===== config.mk =====
export PLATFORM = sky130hd
export DESIGN_NAME = dump_event_gen
export DESIGN_NICKNAME = d
export VERILOG_FILES = /design/src/rtl/dump_event_gen.sv
export SDC_FILE = /design/constraint.sdc
export NUM_CORES = 1
export LEC_CHECK = 0
export BUFFER_PORTS_ARGS = -buffer_cell sky130_fd_sc_hd__buf_4
export CELL_PAD_IN_SITES_DETAIL_PLACEMENT = 1
export CELL_PAD_IN_SITES_GLOBAL_PLACEMENT = 1
export CORE_ASPECT_RATIO = 0.6
export CORE_UTILIZATION = 39
export DETAILED_ROUTE_END_ITERATION = 10
export GPL_TIMING_DRIVEN = 0
export PLACE_DENSITY = 0.78
export RECOVER_POWER = 100
export SYNTH_ARGS = -nofsm -noshare
export SYNTH_HDL_FRONTEND = slang
export SYNTH_SLANG_ARGS = --single-unit

===== constraint.sdc =====
create_clock -name clk -period 3.1 [get_ports clk]
set_input_delay 0.465 -clock clk [delete_from_list [all_inputs] [get_ports clk]]
set_output_delay 0.465 -clock clk [all_outputs]
set_load 0.005 [all_outputs]

===== src/rtl/dump_event_gen.sv =====
// Per-channel dump strobe generator: each channel emits a one-cycle dump
// after every N code epochs. N, the SYNC mask and the dump counter sit on a simple register bus.
module dump_event_gen #(
    parameter int NUM_CH = 12
) (
    input  logic              clk,
    input  logic              hw_rstn,
    input  logic              chip_select,
    input  logic              write,
    input  logic              read,
    input  logic [7:0]        address,
    input  logic [31:0]       write_data,
    output logic [31:0]       read_data,
    input  logic [NUM_CH-1:0] ch_epoch,
    output logic [NUM_CH-1:0] ch_dump
);

    localparam logic [7:0] ADDR_N_BASE = 8'hC0;
    localparam logic [7:0] ADDR_SYNC   = 8'hCD;
    localparam logic [7:0] ADDR_DCOUNT = 8'hCE;
    localparam logic [7:0] ADDR_SRST   = 8'hF0;

    logic              w_wr;
    logic              w_srst;
    logic              w_sync_sel;
    logic [NUM_CH-1:0] w_dump;
    logic [4:0]        w_n_all [NUM_CH];
    logic [31:0]       w_rd_mux;
    logic [15:0]       r_dump_count;
    logic [31:0]       r_read_data;
    logic              w_unused;

    // Reads have no side effects, so the read strobe is not needed by the logic.
    assign w_unused   = read ^ (^write_data[31:NUM_CH]);

    assign w_wr       = chip_select & write;
    assign w_srst     = w_wr && (address == ADDR_SRST);
    assign w_sync_sel = w_wr && (address == ADDR_SYNC);

    genvar gi;
    generate
        for (gi = 0; gi < NUM_CH; gi++) begin : g_ch
            logic       w_n_wr;
            logic [4:0] w_n_eff;
            logic       w_hit;
            logic       w_sync;
            logic [4:0] r_n;
            logic [4:0] r_cnt;
            logic       r_dump;

            assign w_n_wr  = w_wr && (address == 8'(ADDR_N_BASE + gi));
            // A new N takes effect in its own write cycle.
            assign w_n_eff = w_n_wr ? write_data[4:0] : r_n;
            // Compare with >= so a reduced N dumps on the next epoch instead of waiting for wrap.
            assign w_hit   = r_cnt >= (w_n_eff - 5'd1);
            assign w_sync  = w_sync_sel && write_data[gi];

            always_ff @(posedge clk or negedge hw_rstn) begin
                if (!hw_rstn) begin
                    r_n    <= 5'd0;
                    r_cnt  <= 5'd0;
                    r_dump <= 1'b0;
                end else if (w_srst) begin
                    r_n    <= 5'd0;
                    r_cnt  <= 5'd0;
                    r_dump <= 1'b0;
                end else begin
                    r_n    <= w_n_eff;
                    r_dump <= 1'b0;
                    if (w_n_eff == 5'd0 || w_sync) begin
                        r_cnt <= 5'd0;
                    end else if (ch_epoch[gi]) begin
                        if (w_hit) begin
                            r_cnt  <= 5'd0;
                            r_dump <= 1'b1;
                        end else begin
                            r_cnt  <= r_cnt + 5'd1;
                        end
                    end
                end
            end

            assign w_dump[gi]  = r_dump;
            assign w_n_all[gi] = r_n;
        end
    endgenerate

    always_comb begin
        w_rd_mux = 32'h0;
        if (address == ADDR_DCOUNT) begin
            w_rd_mux = {16'h0, r_dump_count};
        end
        for (int i = 0; i < NUM_CH; i++) begin
            if (address == 8'(ADDR_N_BASE + i)) begin
                w_rd_mux = {27'h0, w_n_all[i]};
            end
        end
    end

    always_ff @(posedge clk or negedge hw_rstn) begin
        if (!hw_rstn) begin
            r_dump_count <= 16'h0;
            r_read_data  <= 32'h0;
        end else begin
            if (w_srst) begin
                r_dump_count <= 16'h0;
            end else if (|w_dump) begin
                r_dump_count <= r_dump_count + 16'h1;
            end
            r_read_data <= w_rd_mux;
        end
    end

    assign ch_dump   = w_dump;
    assign read_data = r_read_data;

endmodule


Yosys cells after proc, flatten, opt, wreduce, memory -nomap -nowiden
Index checks and enable logic that the tools add are counted.

Mux-type cells: 135. $add $sub $neg: 25. Bitwise operators: 1. Reduce and logical (&&, ||, !) cells: 64. Eq/ne operators: 15. Magnitude comparators: 12.

Operator list (number): 2-to-1 mux 32 bit (12); 2-to-1 mux 5 bit (72); equality test 8 bit, second input constant (15); adder 5 x 1 -> 5 bit, second input constant (12); >= comparator 5 bit (12); zero test 5 bit (12); subtractor 5 x 1 -> 5 bit, second input constant (12); 2-to-1 mux 1 bit (48); 2-to-1 mux 16 bit (3); nonzero test 3 bit (12); logical AND 1 bit (26); adder 16 x 1 -> 16 bit, second input constant (1); logical OR 1 bit (12); OR reduction 12 bit (1); nonzero test 2 bit (1); bitwise AND 1 bit (1).

Register bits: 180. Output and inout bits: 44. Logic and storage cells: 290.

Depth between registers and ports, before layout
Depth after elaboration: 14. Gate-level depth with buffers: 14. Gate-level depth less buffers: 12.

Least setup slack after synthesis
Ideal clock, no wire load.

Path type: input to register. Start: input address[4]. End: register g_ch[10].r_cnt[0]. Stages on the path: 13. Setup time: 0.078 ns. Required time: 3.022 ns. Path buffers: 1. Arrival time: 3.095 ns. Setup slack: -0.073 ns. Cell sequence: and4bb_2 -> buf_6 -> nand2_1 -> nor2_1 -> mux2i_1 -> ha_1 -> xor2_1 -> ha_1 -> a21o_1 -> a31oi_1 -> o21ai_0 -> or3_1 -> a21oi_1.

Cells in the longest elaborated chain, start to end: 9. Elaborated cells on any way between the ends: 17. Those cells by class: add/sub (1); order compare (1); eq/ne (3); mux (5); reduce/logical (7).

RTL lines: from (decl) (line 11) `input logic [7:0] address,`; equality test 8 bit (line 51) `assign w_n_wr = w_wr && (address == 8'(ADDR_N_BASE + gi));`; logical AND 1 bit (line 51); 2-to-1 mux 5 bit (line 53) `assign w_n_eff = w_n_wr ? write_data[4:0] : r_n;`; subtractor 5 x 1 -> 5 bit (line 55) `assign w_hit = r_cnt >= (w_n_eff - 5'd1);`; >= comparator 5 bit (line 55); 2-to-1 mux 5 bit (line 73) `if (w_hit) begin`; 2-to-1 mux 5 bit (line 72) `end else if (ch_epoch[gi]) begin`; 2-to-1 mux 5 bit (line 70) `if (w_n_eff == 5'd0 || w_sync) begin`; 2-to-1 mux 5 bit (line 63) `end else if (w_srst) begin`; to (signal assigned) (line 77) `r_cnt <= r_cnt + 5'd1;`; to (decl) (line 48) `logic [4:0] r_cnt;`.

Parallel ways exist; a longest one is shown, timed or not. The select of a mux whose other input is x is not followed. A chain may end at the register's enable or synchronous reset.

Worst setup path after layout
Start: input address[3]. End: register g_ch[6].r_cnt[0].

Cells in the longest elaborated chain, start to end: 9. Elaborated cells on any way between the ends: 17. Those cells by class: add/sub (1); order compare (1); eq/ne (3); mux (5); reduce/logical (7).

RTL lines (line): equality test 8 bit (51); logical AND 1 bit (51); 2-to-1 mux 5 bit (53); subtractor 5 x 1 -> 5 bit (55); >= comparator 5 bit (55); 2-to-1 mux 5 bit (73); 2-to-1 mux 5 bit (72); 2-to-1 mux 5 bit (70); 2-to-1 mux 5 bit (63); to (signal assigned) (77); to (decl) (48).

Parallel ways exist; a longest one is shown, timed or not. The select of a mux whose other input is x is not followed.

==> results by group <==
Outcome
  • Status: finished with violations
  • Failing checks: max-capacitance violations, max-slew violations

Timing
  • Highest clock rate: 0.3324 GHz
  • Final slew viol count: around 80
  • Min Tclk post-route: 3.008 ns
  • Worst-margin pin slew: 2.191 ns
  • Setup TNS: 0 ns
  • Skew final: roughly 0.011 ns
  • Max_slew headroom: -46.09%
  • Final hold violation count: 0
  • Final period utilization: around 97%
  • Final setup fails: 0

Yosys
  • Netlist Area Pre-Place: around 11000 um^2
  • Top area cells in the synthesized netlist: dfrtp_1 (38%), ha_1 (9.7%), mux2i_1 (5.9%)
  • Synth area leader: dfrtp_1
  • Number of synthesized flops with an enable pin: 0
  • Cells after Synth: roughly 1.1k
  • Yosys cell types: 69
  • Synth top area share: 37.56%
  • Top FF cell, synth: dfrtp_1
  • Yosys reg bits: roughly 160
  • Syn_area_per_cell: about 9.7 um^2
  • Synth warn: 0
  • Synth async-reset ratio: 100.0%
  • Sequential element share of the synthesized area: a little under two fifths

GRT
  • Overflow after GRT: 0
  • Pin count of the biggest net entering global routing: 84
  • All-Layer GR Usage: 24.25%
  • First-pass GRT wire length: roughly 53000 um
  • Number of global-route vias before repair: 9303
  • Initial antenna violation count: 0

Critical path
  • Worst path required time: between 3 and 4 ns
  • CP dominant cell by count: buf_4
  • CP Data Arrival Time: between 3 and 4 ns
  • CP Max Fanout: 10
  • CP Capture Type: flip-flop
  • CP Launch Type: input pin
  • Critical path cell sequence: buf_4, clkbuf_4, nand2b_4, nor3_4, buf_4, buf_4, mux2i_2, xnor2_2, ha_1, a21o_1, a31oi_2, o21ai_2, or3_1, a21oi_1
  • Crit-path max cell delay: ~0.34 ns
  • Worst Path Class, Setup: input pin to flip-flop
  • Slowest CP cell: mux2i_2

Cells and area
  • Layout area overhead: 19.74%
  • Final instance area: about 13000 um^2
  • Most frequent cells in the layout: dfrtp_1 (164), nor2_1 (115), buf_4 (89)
  • Fraction of layout cells with a size suffix above 1: 22.11%
  • Most common cell after layout, fill and taps aside: dfrtp_1
  • Antenna diode count: 0
  • Nets: around 1.4k

CTS
  • CTS Buf Count: 17
  • Root Buffer: clkbuf_16
  • Clock transition at path regs: roughly 0.060 ns
  • Htree depth: 4
  • CTS Buffer Depth: 2
  • CTS tree: yes
  • Clk sinks: about 160
  • Clock Latency Late Sink: around 0.46 ns
  • CTS Hold Bufs: 0

Min path
  • Hold crit path type: input pin to flip-flop

Detailed routing
  • Vias per inst: ~5.7
  • Final WL: 34180 um
  • Post-route antenna net violation count: 0
  • Total iterations of the first detailed-routing run: 5
  • DRC: 0
  • Total vias in the final route: between 9k and 10k
  • DRT iter0 DRCs: 755
  • Drt wl/cell: between 20 and 25 um

Placed design
  • Port Buffers: 60
  • DP Area: between 10000 and 15000 um^2
  • Final HPWL DP: 24530 um
  • RePlAce Congestion: 0.9555

Floorplan
  • Die width: ~220 um
  • Die area: about 29000 um^2
  • Core area: between 20000 and 30000 um^2
  • Placement Rows: 47
  • Die Ht: around 130 um
  • Initial Util: approximately two fifths
  • I/O Pins: around 100

Pwr
  • Peak supply drop: between 0.2 and 0.3 mV
  • Leak: about 6.3 nW
  • PD cells: ~400 nW/um^2

Flow run
  • Max Cap Viol: 1
flip-flops by register name, summed over array words and instances, names as in the netlist:
| register | cells |
|---|---|
| r_dump_count | 16 |
| read_data | 16 |
| g_ch.r_n | 60 |
| g_ch.r_cnt | 60 |
| g_ch.r_dump | 12 |
final timing paths:
check / from / end / slack [ns] / cells past startpoint
setup reg to reg: g_ch[6].r_dump$_DFF_PN0_ / r_dump_count[11]$_DFFE_PN0P_ / 0.33 / 5
hold reg to reg: r_dump_count[11]$_DFFE_PN0P_ / read_data[11]$_DFF_PN0_ / 0.54 / 1
hold / removal: ch_epoch[0] / g_ch[0].r_dump$_DFF_PN0_ / 0.28 / 3
setup / recovery: address[3] / g_ch[6].r_cnt[0]$_DFFE_PN0P_ / 0.09 / 14
min in group asynchronous: hw_rstn / g_ch[1].r_cnt[2]$_DFFE_PN0P_ / 0.61 / 1
max in group asynchronous: hw_rstn / g_ch[8].r_cnt[2]$_DFFE_PN0P_ / 1.15 / 1
kinds of logic after synthesis:
kind of cell	after synthesis	share of synthesized area (%)
compound gates	188	11.82
xor+xnor	85	6.814
fa+ha+maj	85	9.734
buf+inv	110	5.085
flops	164	37.56
mux	93	9.437
other cells	1	0.03432
simple gates	400	19.51
metal layers:
| metal | up-vias | part of all wire (%) | wire [um] | global-route usage [%] |
|---|---|---|---|---|
| li1 | 4254 | - | - | - |
| met1 | 4667 | 46 | 15780 | 34.24 |
| met2 | 282 | 45 | 15320 | 35.89 |
| met3 | 56 | 6.3 | 2164 | 5.810 |
| met4 | 0 | 2.7 | 918 | 8.586 |
| met5 | - | 0 | 0 | 0 |
power by group:
part	total, mW	switching [mW]	internal [mW]	leakage, nW
Sequential	2.24	0.0568	2.18	2.20
Clock	2.20	0.885	1.31	0.286
Combinational	0.741	0.454	0.287	3.78
Total	5.18	1.40	3.79	6.27
area by class of cell:
cell class,count,area (um^2)
flip-flops and latches,164,4104
well taps,367,459.2
inverters,42,157.7
repair buffers,93,716.9
multi-input cells,867,6666
fillers,3114,14440
plain buffers,67,396.6
clock inverters,5,100.1
clock buffers,24,481.7
synthesized netlist by cell type (all sizes together), types with 5 or more instances:
library cell	count
o211ai	14
o21ai	38
a2bb2oi	11
buf	51
nor4	9
o31ai	7
o21a	8
nand2	85
clkbuf	17
mux2	25
o2111ai	6
nand3	11
xnor2	22
dfrtp	164
and3	19
a22oi	5
nand2b	17
a21oi	45
and2	14
mux2i	64
nor2b	5
a21o	17
inv	42
nand4	35
ha	85
nor3	62
or3	9
a31oi	15
xor2	63
nor2	120
through the flow:
stage | hold WS (ns) | power (mW) | instances | setup slack (ns) | util (%)
2_1_floorplan | 0.1694 | 2.691 | 1141 | 0.0008351 | -
3_3_place_gp | 0.5221 | 2.922 | 1568 | -0.6923 | 43.27
3_5_place_dp | 0.5048 | 2.965 | 1569 | -0.7716 | 43.39
4_1_cts | 0.007639 | 5.181 | 1612 | -0.02787 | 46.15
5_1_grt | 0.2805 | 5.392 | 1629 | -0.02660 | 47.54
6_report | 0.2787 | 5.182 | 1629 | 0.09196 | 47.54
critical path: cells and delay by family:
kind                       cells  cell delay (ns)
and+or+nand+nor                3             0.82
AOI/OAI and AO/OA              4             0.64
buffers and inverters          4             0.63
muxes                          1             0.34
adders and majority gates      1             0.30
xor gates and xnor gates       1             0.18
what timing repair did:
action                     in CTS  in global routing
cloned                          0                  1
setup buffers                  15                 16
setup endpoints to repair      46                 60
gates resized for setup        18                 71
pin swaps                       8                 14
Note: power is estimated with default switching activity, not from simulation.
